[src/rtl/data_bus_pkg.sv]
// ============================================================================
//  Module   : data_bus_pkg
//  Purpose  : Address map, decode enum and decode helper for data_bus_responder.
//  Revision : 1.0  initial release
// ============================================================================
`default_nettype none

package data_bus_pkg;

    localparam logic [31:0] IO_BASE      = 32'h0000_1000;
    localparam logic [31:0] ADDR_LED     = IO_BASE + 32'h0;
    localparam logic [31:0] ADDR_SW      = IO_BASE + 32'h4;
    localparam logic [31:0] ADDR_COUNT   = IO_BASE + 32'h8;
    localparam logic [31:0] ADDR_COMPARE = IO_BASE + 32'hC;
    localparam logic [31:0] ADDR_STATUS  = IO_BASE + 32'h10;

    typedef enum logic [2:0] {
        SEL_RAM    = 3'd0,
        SEL_LED    = 3'd1,
        SEL_SW     = 3'd2,
        SEL_COUNT  = 3'd3,
        SEL_CMP    = 3'd4,
        SEL_STATUS = 3'd5,
        SEL_NONE   = 3'd6
    } bus_sel_t;

    // Byte-lane bits are dropped before matching, so 0x13 hits the word at 0x10.
    function automatic bus_sel_t bus_decode(input logic [31:0] addr,
                                            input logic [31:0] ram_bytes);
        logic [31:0] w_word;
        bus_sel_t    w_sel;
        w_word = addr & ~32'h3;
        if (w_word < ram_bytes) begin
            w_sel = SEL_RAM;
        end else begin
            case (w_word)
                ADDR_LED:     w_sel = SEL_LED;
                ADDR_SW:      w_sel = SEL_SW;
                ADDR_COUNT:   w_sel = SEL_COUNT;
                ADDR_COMPARE: w_sel = SEL_CMP;
                ADDR_STATUS:  w_sel = SEL_STATUS;
                default:      w_sel = SEL_NONE;
            endcase
        end
        return w_sel;
    endfunction

endpackage

`default_nettype wire

[src/rtl/bus_timer.sv]
// ============================================================================
//  Module   : bus_timer
//  Purpose  : Prescaled COUNT register with COMPARE match and sticky flag.
//  Revision : 1.0  initial release
// ============================================================================
`default_nettype none

module bus_timer #(
    parameter int unsigned PRESCALE = 1
) (
    input  logic        clk,
    input  logic        reset,
    input  logic        count_clr,
    input  logic        cmp_we,
    input  logic [31:0] cmp_wdata,
    input  logic        flag_clr,
    output logic [31:0] count,
    output logic [31:0] compare,
    output logic        flag
);

    localparam int unsigned       c_PS_W    = (PRESCALE > 1) ? $clog2(PRESCALE) : 1;
    localparam logic [c_PS_W-1:0] c_PS_LAST = c_PS_W'(PRESCALE - 1);
    localparam logic [c_PS_W-1:0] c_PS_ONE  = c_PS_W'(1);

    logic [c_PS_W-1:0] pre_q, pre_d;
    logic [31:0]       count_q, count_d;
    logic [31:0]       cmp_q, cmp_d;
    logic              flag_q, flag_d;

    logic w_tick;
    logic w_match;
    logic w_set;

    assign w_tick  = (pre_q == c_PS_LAST);
    // Match uses the COMPARE value held before any write in the same cycle.
    assign w_match = w_tick && (cmp_q != 32'd0) && (count_q == cmp_q);
    assign w_set   = w_match && !count_clr;

    always_comb begin
        pre_d   = pre_q;
        count_d = count_q;
        cmp_d   = cmp_q;
        flag_d  = flag_q;

        if (count_clr) begin
            count_d = 32'd0;
            pre_d   = '0;
        end else if (w_tick) begin
            pre_d   = '0;
            count_d = w_match ? 32'd0 : count_q + 32'd1;
        end else begin
            pre_d   = pre_q + c_PS_ONE;
        end

        if (w_set) begin
            flag_d = 1'b1;
        end else if (flag_clr) begin
            flag_d = 1'b0;
        end

        if (cmp_we) begin
            cmp_d = cmp_wdata;
        end
    end

    always_ff @(posedge clk) begin
        if (reset) begin
            pre_q   <= '0;
            count_q <= 32'd0;
            cmp_q   <= 32'd0;
            flag_q  <= 1'b0;
        end else begin
            pre_q   <= pre_d;
            count_q <= count_d;
            cmp_q   <= cmp_d;
            flag_q  <= flag_d;
        end
    end

    assign count   = count_q;
    assign compare = cmp_q;
    assign flag    = flag_q;

endmodule

`default_nettype wire

[src/rtl/data_bus_responder.sv]
// ============================================================================
//  Module   : data_bus_responder
//  Purpose  : Data-port responder: word RAM, LED/SW registers, timer, bus error.
//  Revision : 1.0  initial release
// ============================================================================
`default_nettype none

module data_bus_responder
    import data_bus_pkg::*;
#(
    parameter int unsigned RAM_WORDS = 64,
    parameter int unsigned PRESCALE  = 1,
    parameter int unsigned SW_W      = 8,
    parameter int unsigned LED_W     = 8
) (
    input  logic             clk,
    input  logic             reset,
    input  logic [31:0]      AddressDataMem,
    input  logic [31:0]      WriteDataMem,
    input  logic             WriteEnableMem,
    output logic [31:0]      ReadData,
    input  logic [SW_W-1:0]  sw,
    output logic [LED_W-1:0] led,
    output logic             timer_irq,
    output logic             bus_err
);

    localparam int unsigned c_RAM_AW    = (RAM_WORDS > 1) ? $clog2(RAM_WORDS) : 1;
    localparam logic [31:0] c_RAM_BYTES = 32'(RAM_WORDS * 4);

    bus_sel_t            w_sel;
    logic [c_RAM_AW-1:0] w_ram_idx;
    logic                w_wr_ram;
    logic                w_wr_led;
    logic                w_wr_none;
    logic                w_count_clr;
    logic                w_cmp_we;
    logic                w_flag_clr;
    logic [31:0]         w_count;
    logic [31:0]         w_compare;
    logic                w_flag;

    logic [31:0]         mem [RAM_WORDS];
    logic [LED_W-1:0]    led_q, led_d;
    logic                err_q, err_d;
    logic [SW_W-1:0]     sw_meta_q;
    logic [SW_W-1:0]     sw_sync_q;

    assign w_sel     = bus_decode(AddressDataMem, c_RAM_BYTES);
    assign w_ram_idx = AddressDataMem[c_RAM_AW+1:2];

    assign w_wr_ram    = WriteEnableMem && (w_sel == SEL_RAM);
    assign w_wr_led    = WriteEnableMem && (w_sel == SEL_LED);
    assign w_wr_none   = WriteEnableMem && (w_sel == SEL_NONE);
    assign w_count_clr = WriteEnableMem && (w_sel == SEL_COUNT);
    assign w_cmp_we    = WriteEnableMem && (w_sel == SEL_CMP);
    assign w_flag_clr  = WriteEnableMem && (w_sel == SEL_STATUS) && WriteDataMem[0];

    // RAM has no reset, but a store coinciding with reset is still dropped.
    always_ff @(posedge clk) begin
        if (!reset && w_wr_ram) begin
            mem[w_ram_idx] <= WriteDataMem;
        end
    end

    always_comb begin
        led_d = led_q;
        err_d = err_q;
        if (w_wr_led) begin
            led_d = WriteDataMem[LED_W-1:0];
        end
        if (w_wr_none) begin
            err_d = 1'b1;
        end
    end

    always_ff @(posedge clk) begin
        if (reset) begin
            led_q     <= '0;
            err_q     <= 1'b0;
            sw_meta_q <= '0;
            sw_sync_q <= '0;
        end else begin
            led_q     <= led_d;
            err_q     <= err_d;
            sw_meta_q <= sw;
            sw_sync_q <= sw_meta_q;
        end
    end

    bus_timer #(
        .PRESCALE (PRESCALE)
    ) u_timer (
        .clk       (clk),
        .reset     (reset),
        .count_clr (w_count_clr),
        .cmp_we    (w_cmp_we),
        .cmp_wdata (WriteDataMem),
        .flag_clr  (w_flag_clr),
        .count     (w_count),
        .compare   (w_compare),
        .flag      (w_flag)
    );

    // Loads never raise bus_err: the core drives junk addresses on non-memory ops.
    always_comb begin
        ReadData = 32'd0;
        case (w_sel)
            SEL_RAM:    ReadData = mem[w_ram_idx];
            SEL_LED:    ReadData[LED_W-1:0] = led_q;
            SEL_SW:     ReadData[SW_W-1:0]  = sw_sync_q;
            SEL_COUNT:  ReadData = w_count;
            SEL_CMP:    ReadData = w_compare;
            SEL_STATUS: ReadData[0] = w_flag;
            default:    ReadData = 32'd0;
        endcase
    end

    assign led       = led_q;
    assign timer_irq = w_flag;
    assign bus_err   = err_q;

endmodule

`default_nettype wire

[config.mk]
export PLATFORM = sky130hd
export DESIGN_NAME = data_bus_responder
export DESIGN_NICKNAME = d
export VERILOG_FILES = /design/src/rtl/data_bus_pkg.sv /design/src/rtl/bus_timer.sv /design/src/rtl/data_bus_responder.sv
export SDC_FILE = /design/constraint.sdc
export NUM_CORES = 2
export LEC_CHECK = 0
export BUFFER_PORTS_ARGS = -buffer_cell sky130_fd_sc_hd__buf_2
export CAP_MARGIN = 20
export CORE_MARGIN = 2
export CORE_UTILIZATION = 60
export CTS_BUF_LIST = sky130_fd_sc_hd__clkbuf_8
export DETAILED_ROUTE_END_ITERATION = 7
export PLACE_DENSITY = 0.76
export SLEW_MARGIN = 0
export SYNTH_ARGS = -nofsm -noshare
export SYNTH_HDL_FRONTEND = slang
export SYNTH_HIERARCHICAL = 1
export SYNTH_SLANG_ARGS = --single-unit
[constraint.sdc]
create_clock -name clk -period 8.8 [get_ports clk]
set_input_delay 0 -clock clk [delete_from_list [all_inputs] [get_ports clk]]
set_output_delay 0 -clock clk [all_outputs]
set_load 0.02 [all_outputs]
# Yosys cells after proc, flatten, opt, wreduce, memory -nomap -nowiden
# Memory sizes are Yosys's and may differ from the RTL's.
# Cells that the tools add are included.
[totals] regBits=91 ramBits=2048 inputBits=75 output_inout_bits=42 n_memories=1
[classes] add_sub_neg=2 magnitude_cmp=1 eq_ne=12 muxes=10 n_bitwise=1 reduce_logical=18
[memory_table] memory="mem" depth=64 word_bits=32 rd=1 rd_clocked_by_memory_dff=0 wr=1 line="data_bus_responder.sv:43" rtl="logic [31:0] mem [RAM_WORDS];"
[op_table] cell="30-bit by 11-bit == test with 1-bit output, second input constant" n=5
[op_table] cell="24-bit case mux with 3 select lines" n=1
[op_table] cell="7-bit case mux with 5 select lines" n=1
[op_table] cell="32-bit by 1-bit adder with 32-bit output, second input constant" n=1
[op_table] cell="32-bit == test" n=1
[op_table] cell="32-bit by 9-bit less-than comparator with 1-bit output, second input constant" n=1
[op_table] cell="32-bit 2-to-1 mux" n=1
[op_table] cell="32-bit nonzero test" n=1
[op_table] cell="3-bit case mux with 5 select lines" n=1
[op_table] cell="1-bit logical AND" n=11
[op_table] cell="3-bit == test, second input constant" n=3
[op_table] cell="3-bit by 2-bit == test with 1-bit output, second input constant" n=2
[op_table] cell="1-bit case mux with 6 select lines" n=1
[op_table] cell="1-bit 2-to-1 mux" n=4
[op_table] cell="3-bit by 1-bit == test with 1-bit output, second input constant" n=1
[op_table] cell="3-bit logical NOT" n=1
[op_table] cell="3-bit 2-to-1 mux" n=1
[op_table] cell="3-bit OR reduction" n=1
[op_table] cell="1-bit logical NOT" n=2
[op_table] cell="2-bit nonzero test" n=1
[op_table] cell="2-bit OR reduction" n=1
[op_table] cell="1-bit adder, second input constant" n=1
[op_table] cell="1-bit inverter" n=1

# Longest topological paths before layout
[depth] depth_word=8 depth_mapped=12

# By module
# The synthesis kept the hierarchy.
[modules_own_cells] mod="data_bus_responder" instances=1 cells_per_inst=3422 area_per_inst_um2=79882.9 seq_area_each_um2=61999.5
[modules_own_cells] mod="bus_timer" instances=1 cells_per_inst=325 area_per_inst_um2=3030.4 seq_area_each_um2=1321.3

# Worst setup path after synthesis
# OpenSTA, ideal clock, no wires.
[synth_timing] path_kind="input to register" startpoint="input AddressDataMem[26]" endpoint="memory mem[0][0], enable pin" arrival_ns=2.695 required_time_ns=8.379 path_slack_ns=5.684 path_stages=7 n_path_buf=1 cell_sequence="nor4_1 -> nand4_1 -> or2_1 -> clkbuf_1 -> nor4_2 -> nand2_1 -> nor2_1"
[synth_between] elab_chain_len=8 elab_cells_between_ends=13
[synth_rtl] element="from (decl)" line="data_bus_responder.sv:18" rtl="input logic [31:0] AddressDataMem,"
[synth_rtl] element="branches (longest 2 deep; another with 32-bit by 9-bit less-than comparator with 1-bit output)"
[synth_rtl] element="3-bit 2-to-1 mux (*)" line="data_bus_pkg.sv:33" rtl="if (w_word < ram_bytes) begin"
[synth_rtl] element="3-bit logical NOT (*)" line="data_bus_responder.sv:52" rtl="assign w_wr_ram = WriteEnableMem && (w_sel == SEL_RAM);"
[synth_rtl] element="1-bit logical AND (*)" line="data_bus_responder.sv:52"
[synth_rtl] element="1-bit logical AND (*)" line="data_bus_responder.sv:61" rtl="if (!reset && w_wr_ram) begin"
[synth_rtl] element="1-bit 2-to-1 mux (*)" line="data_bus_responder.sv:61"
[synth_rtl] element="1-bit 2-to-1 mux (implied by the code) (*)" line="data_bus_responder.sv:62" rtl="mem[w_ram_idx] <= WriteDataMem;"
[synth_rtl] element="to (decl)" line="data_bus_responder.sv:43"
# Every way passes the cells marked *.

# Worst setup path after layout
[layout_timing] startpoint="input AddressDataMem[2]" endpoint="output ReadData[19]"
[layout_between] elab_chain_len=5 elab_cells_between_ends=13
[layout_rtl] element="branches (longest 4 deep; another with 32-bit by 9-bit less-than comparator with 1-bit output)"
[layout_rtl] element="24-bit case mux with 3 select lines (*)" line="data_bus_responder.sv:108" rtl="case (w_sel)"
[layout_rtl] element="to (decl)" line="data_bus_responder.sv:21" rtl="output logic [31:0] ReadData,"
# Marked as above.

==> metrics.md <==
| Metric | Value |
|---|---|
| Post-route DRC | 0 |
| Violation count after the first detailed-route iteration | 6190 |
| Busiest layer in global routing | met2 |
| Slew headroom | 8.46% |
| Reg-to-Reg Start | u_timer/count[3]$_SDFFE_PP0N_ |
| Int Power | 15300 uW |
| WL per Instance | 32.3 um |
| Post-synth top area share | between 70% and 80% |
| RSZ-0062 raised after global routing | no |
| Met1 Usage GRT | 40.5% |
| Syn Area/Cell | 22.1 sq um |
| Die width | around 380 um |
| Post_cts resized | 0 |
| Htree depth | 5 |
| Starting Density | 60.4% |
| Final WL | just over 200 mm |
| Post-DRT Antenna Nets | 0 |
| TritonCTS clock tree | done |
| Vias | 41300 |
| CP Capture Type | output port |
| Power per cell area | between 200 and 250 mW/mm^2 |
| # hold bufs at CTS | 64 |
| Routing usage on met3 | 8.07% |
| Clock buffer depth | 4 |
| Final net count | 4280 |
| Max IR drop VDD | 0.162 mV |
| Max Cap Viol | 0 |
| Clock period minus worst slack | roughly 4.6 ns |
| Psw | 4300 uW |
| Synth Instances | around 3700 |
| Worst slack, placed | 4.19 ns |
| Clock transition at path regs | 0.06 ns |
| R2r endpoint | u_timer/flag$_SDFFE_PP0P_ |
| Sequential area share after synthesis | 76.4% |
| Worst reg2reg setup slack | about 6 ns |
| Status | completed |
| R2R cell count | 6 |
| Unique masters post-synth | 63 |
| Initial antenna violation count | 13 |
| Leak | 0.0300 uW |
| CTS root buf | clkbuf_8 |
| Fmax | 215 MHz |
| Async SR Flop Fraction | 0% |
| Crit path max fanout | 64 |
| GRT Total Usage | 28.9% |
| GPL Wtd Cong | between 0.9 and 1 |
| Hold Vio Cnt, Final | 0 |
| Synth warn | 6 |
| WP data arrival | 4.65 ns |
| Hold Worst Slack | 0.0891 ns |
| Max Transition Viols Final | 0 |
| CTS Buf Count | 344 |
| Drt pass-1 iters | 5 |
| Combinational power share | 4.8% |
| Main synth FF type | edfxtp_1 |
| Post-synth top area cell | edfxtp_1 |
| Worst Setup Start Kind | primary input |
| Mapped Nets | 3823 |
| Setup-failing EPs final | 0 |
| Total congestion overflow | 0 |
| Worst Min Path Start | WriteDataMem[3] |
| Setup TNS | 0 ns |
| Post-Layout Cell Count | between 6000 and 7000 |
| Die footprint | about 0.14 sq mm |
| Routing usage on met2 | around 44% |
| First-pass GRT wire length | 287 mm |
| Worst endpoint required time | 8.80 ns |
| Net Sw Frac | 21.9% |
| Largest net degree at the start of global routing | 116 |
| Kind of critical path | in -> out |
| Skew final | between 0.02 and 0.03 ns |
| Sequential Power Share | 56.8% |
| Detailed placement HPWL | 108 mm |
| CTS Sinks | 2139 |
| Via/cell ratio | 6.62 |
| Vias in the first global route | 41200 |
| Fin crit share | 52.8% |
| PortBufs | 114 |
| Worst Max-Slew Pin Slew | approximately 1.4 ns |
| Row cnt | 136 |
| Clock Latency Late Sink | 1.01 ns |
| Area growth syn-to-layout | 12.1% |
| Hold path depth | 3 |
| Mapped cell area | 0.0829 sq mm |
| Clk pwr share | 38.4% |
| Synth top area cells | edfxtp_1 74%, mux4_2 15%, mux2i_1 2.6% |
| Number of synthesized flops with an enable pin | 2048 |
| Hold crit path type | in -> reg |
| Hold path endpoint | mem[27][3]$_DFFE_PP_ |
| Placed cell count | 5579 |
| Core area | 0.137 sq mm |
| FF+latch count, synth | 2139 |
| Share of cells above drive strength 1 | 29.1% |
| Final setup margin | 4.15 ns |
| # IOs | between 100 and 150 |
| Post CTS Setup Buffer Count | 0 |
| Die Y | 376 um |
-- through the flow --
step	power (uW)	util (%)	instance area (sq um)
after floorplan	11900	-	82900
final	19600	67.7	92900
after global placement	12200	62.8	86200
after global routing	20200	67.7	92900
after detailed placement	12300	62.8	86300
after CTS	19700	67.6	92800
-- per-layer routing --
| layer | routed length [um] | share of wire [%] |
|---|---|---|
| met5 | 57 | 0.028 |
| met4 | 8240 | 4.1 |
| met3 | 24500 | 12 |
| met2 | 94600 | 47 |
| met1 | 74200 | 37 |
-- cells in the final DEF, fill, tap and decap left out, drive strengths merged, types with 20 or more instances in the layout --
master       instances
a21boi              20
nor2               152
o21ai               25
nor2b               33
nand2               35
inv                115
buf                251
mux4               549
edfxtp            2048
xor2                58
mux2i              216
dfxtp               91
dlygate4sd3         66
nor4                27
clkbuf             355
clkinv             116
a22oi              100
o211ai              26
-- area by class of cell --
cell class                 count  area (sq um)
clock buffer                 350          4820
sequential                  2139         63300
clock inverter               232          1090
antenna                        3          7.51
tap                         1794          2240
fill                        8347         44400
inverter                      11          41.3
multi-input combinational   1386         19000
timing repair buffer         322          2450
-- power groups by stage --
stage / combinational, uW / clock, uW / sequential (uW)
2_1_floorplan: 505 / 0 / 11400
3_3_place_gp: 883 / 0 / 11400
3_5_place_dp: 906 / 0 / 11400
4_1_cts: 928 / 7640 / 11200
5_1_grt: 982 / 8070 / 11100
6_report: 939 / 7530 / 11200
-- flip-flops by register name, indices dropped and copies added (netlist names) --
register         flops
bus_err              1
led                  8
mem               2048
sw_meta_q            8
sw_sync_q            8
u_timer/compare     32
u_timer/count       32
u_timer/flag         1
u_timer/pre_q        1
-- Yosys cell counts (all sizes together), types with 3 or more instances --
| cell | count |
|---|---|
| a211oi | 8 |
| a21boi | 20 |
| a21oi | 17 |
| a22oi | 100 |
| a31oi | 4 |
| and2 | 5 |
| and3 | 6 |
| buf | 162 |
| clkbuf | 49 |
| dfxtp | 91 |
| edfxtp | 2048 |
| inv | 11 |
| mux2 | 13 |
| mux2i | 216 |
| mux4 | 549 |
| nand2 | 35 |
| nand2b | 7 |
| nand3 | 15 |
| nand4 | 16 |
| nor2 | 152 |
| nor2b | 33 |
| nor3 | 4 |
| nor4 | 27 |
| o211ai | 26 |
| o21ai | 25 |
| o221ai | 5 |
| o22ai | 9 |
| o31ai | 5 |
| o32ai | 3 |
| xnor2 | 5 |
| xor2 | 58 |
-- worst max-delay path by stage --
stage                                  start             endpoint  cells after the start  slack (ns)
final                      AddressDataMem[2]         ReadData[19]                      9        4.15
after global routing       AddressDataMem[2]          ReadData[8]                      9        3.87
after CTS                  AddressDataMem[2]         ReadData[19]                      9        4.20
after detailed placement   AddressDataMem[2]         ReadData[19]                      9        4.19
after global placement     AddressDataMem[2]         ReadData[19]                      9        4.24
after floorplan           AddressDataMem[26]  mem[0][0]$_DFFE_PP_                      7        5.68
-- cell families (layout without fill, tap and decap cells) --
family,Yosys count,after routing,synth area share [%]
compound gates,231,231,1.98
xor+xnor,63,63,0.665
fa+ha+maj,1,1,0.0151
buf+inv,222,915,1.40
flops,2139,2139,76.4
mux,778,778,17.7
other cells,1,4,0.00452
simple gates,312,312,1.87
-- critical path, cell delays in order --
cell and delay, ns:
buf_8 0.53, buf_4 0.72, buf_4 0.83, mux4_2 0.59
mux2i_1 0.48, a22oi_1 0.12, a21boi_0 0.84, o21ai_1 0.21
buf_2 0.22
(Power assumes the default switching activity.)
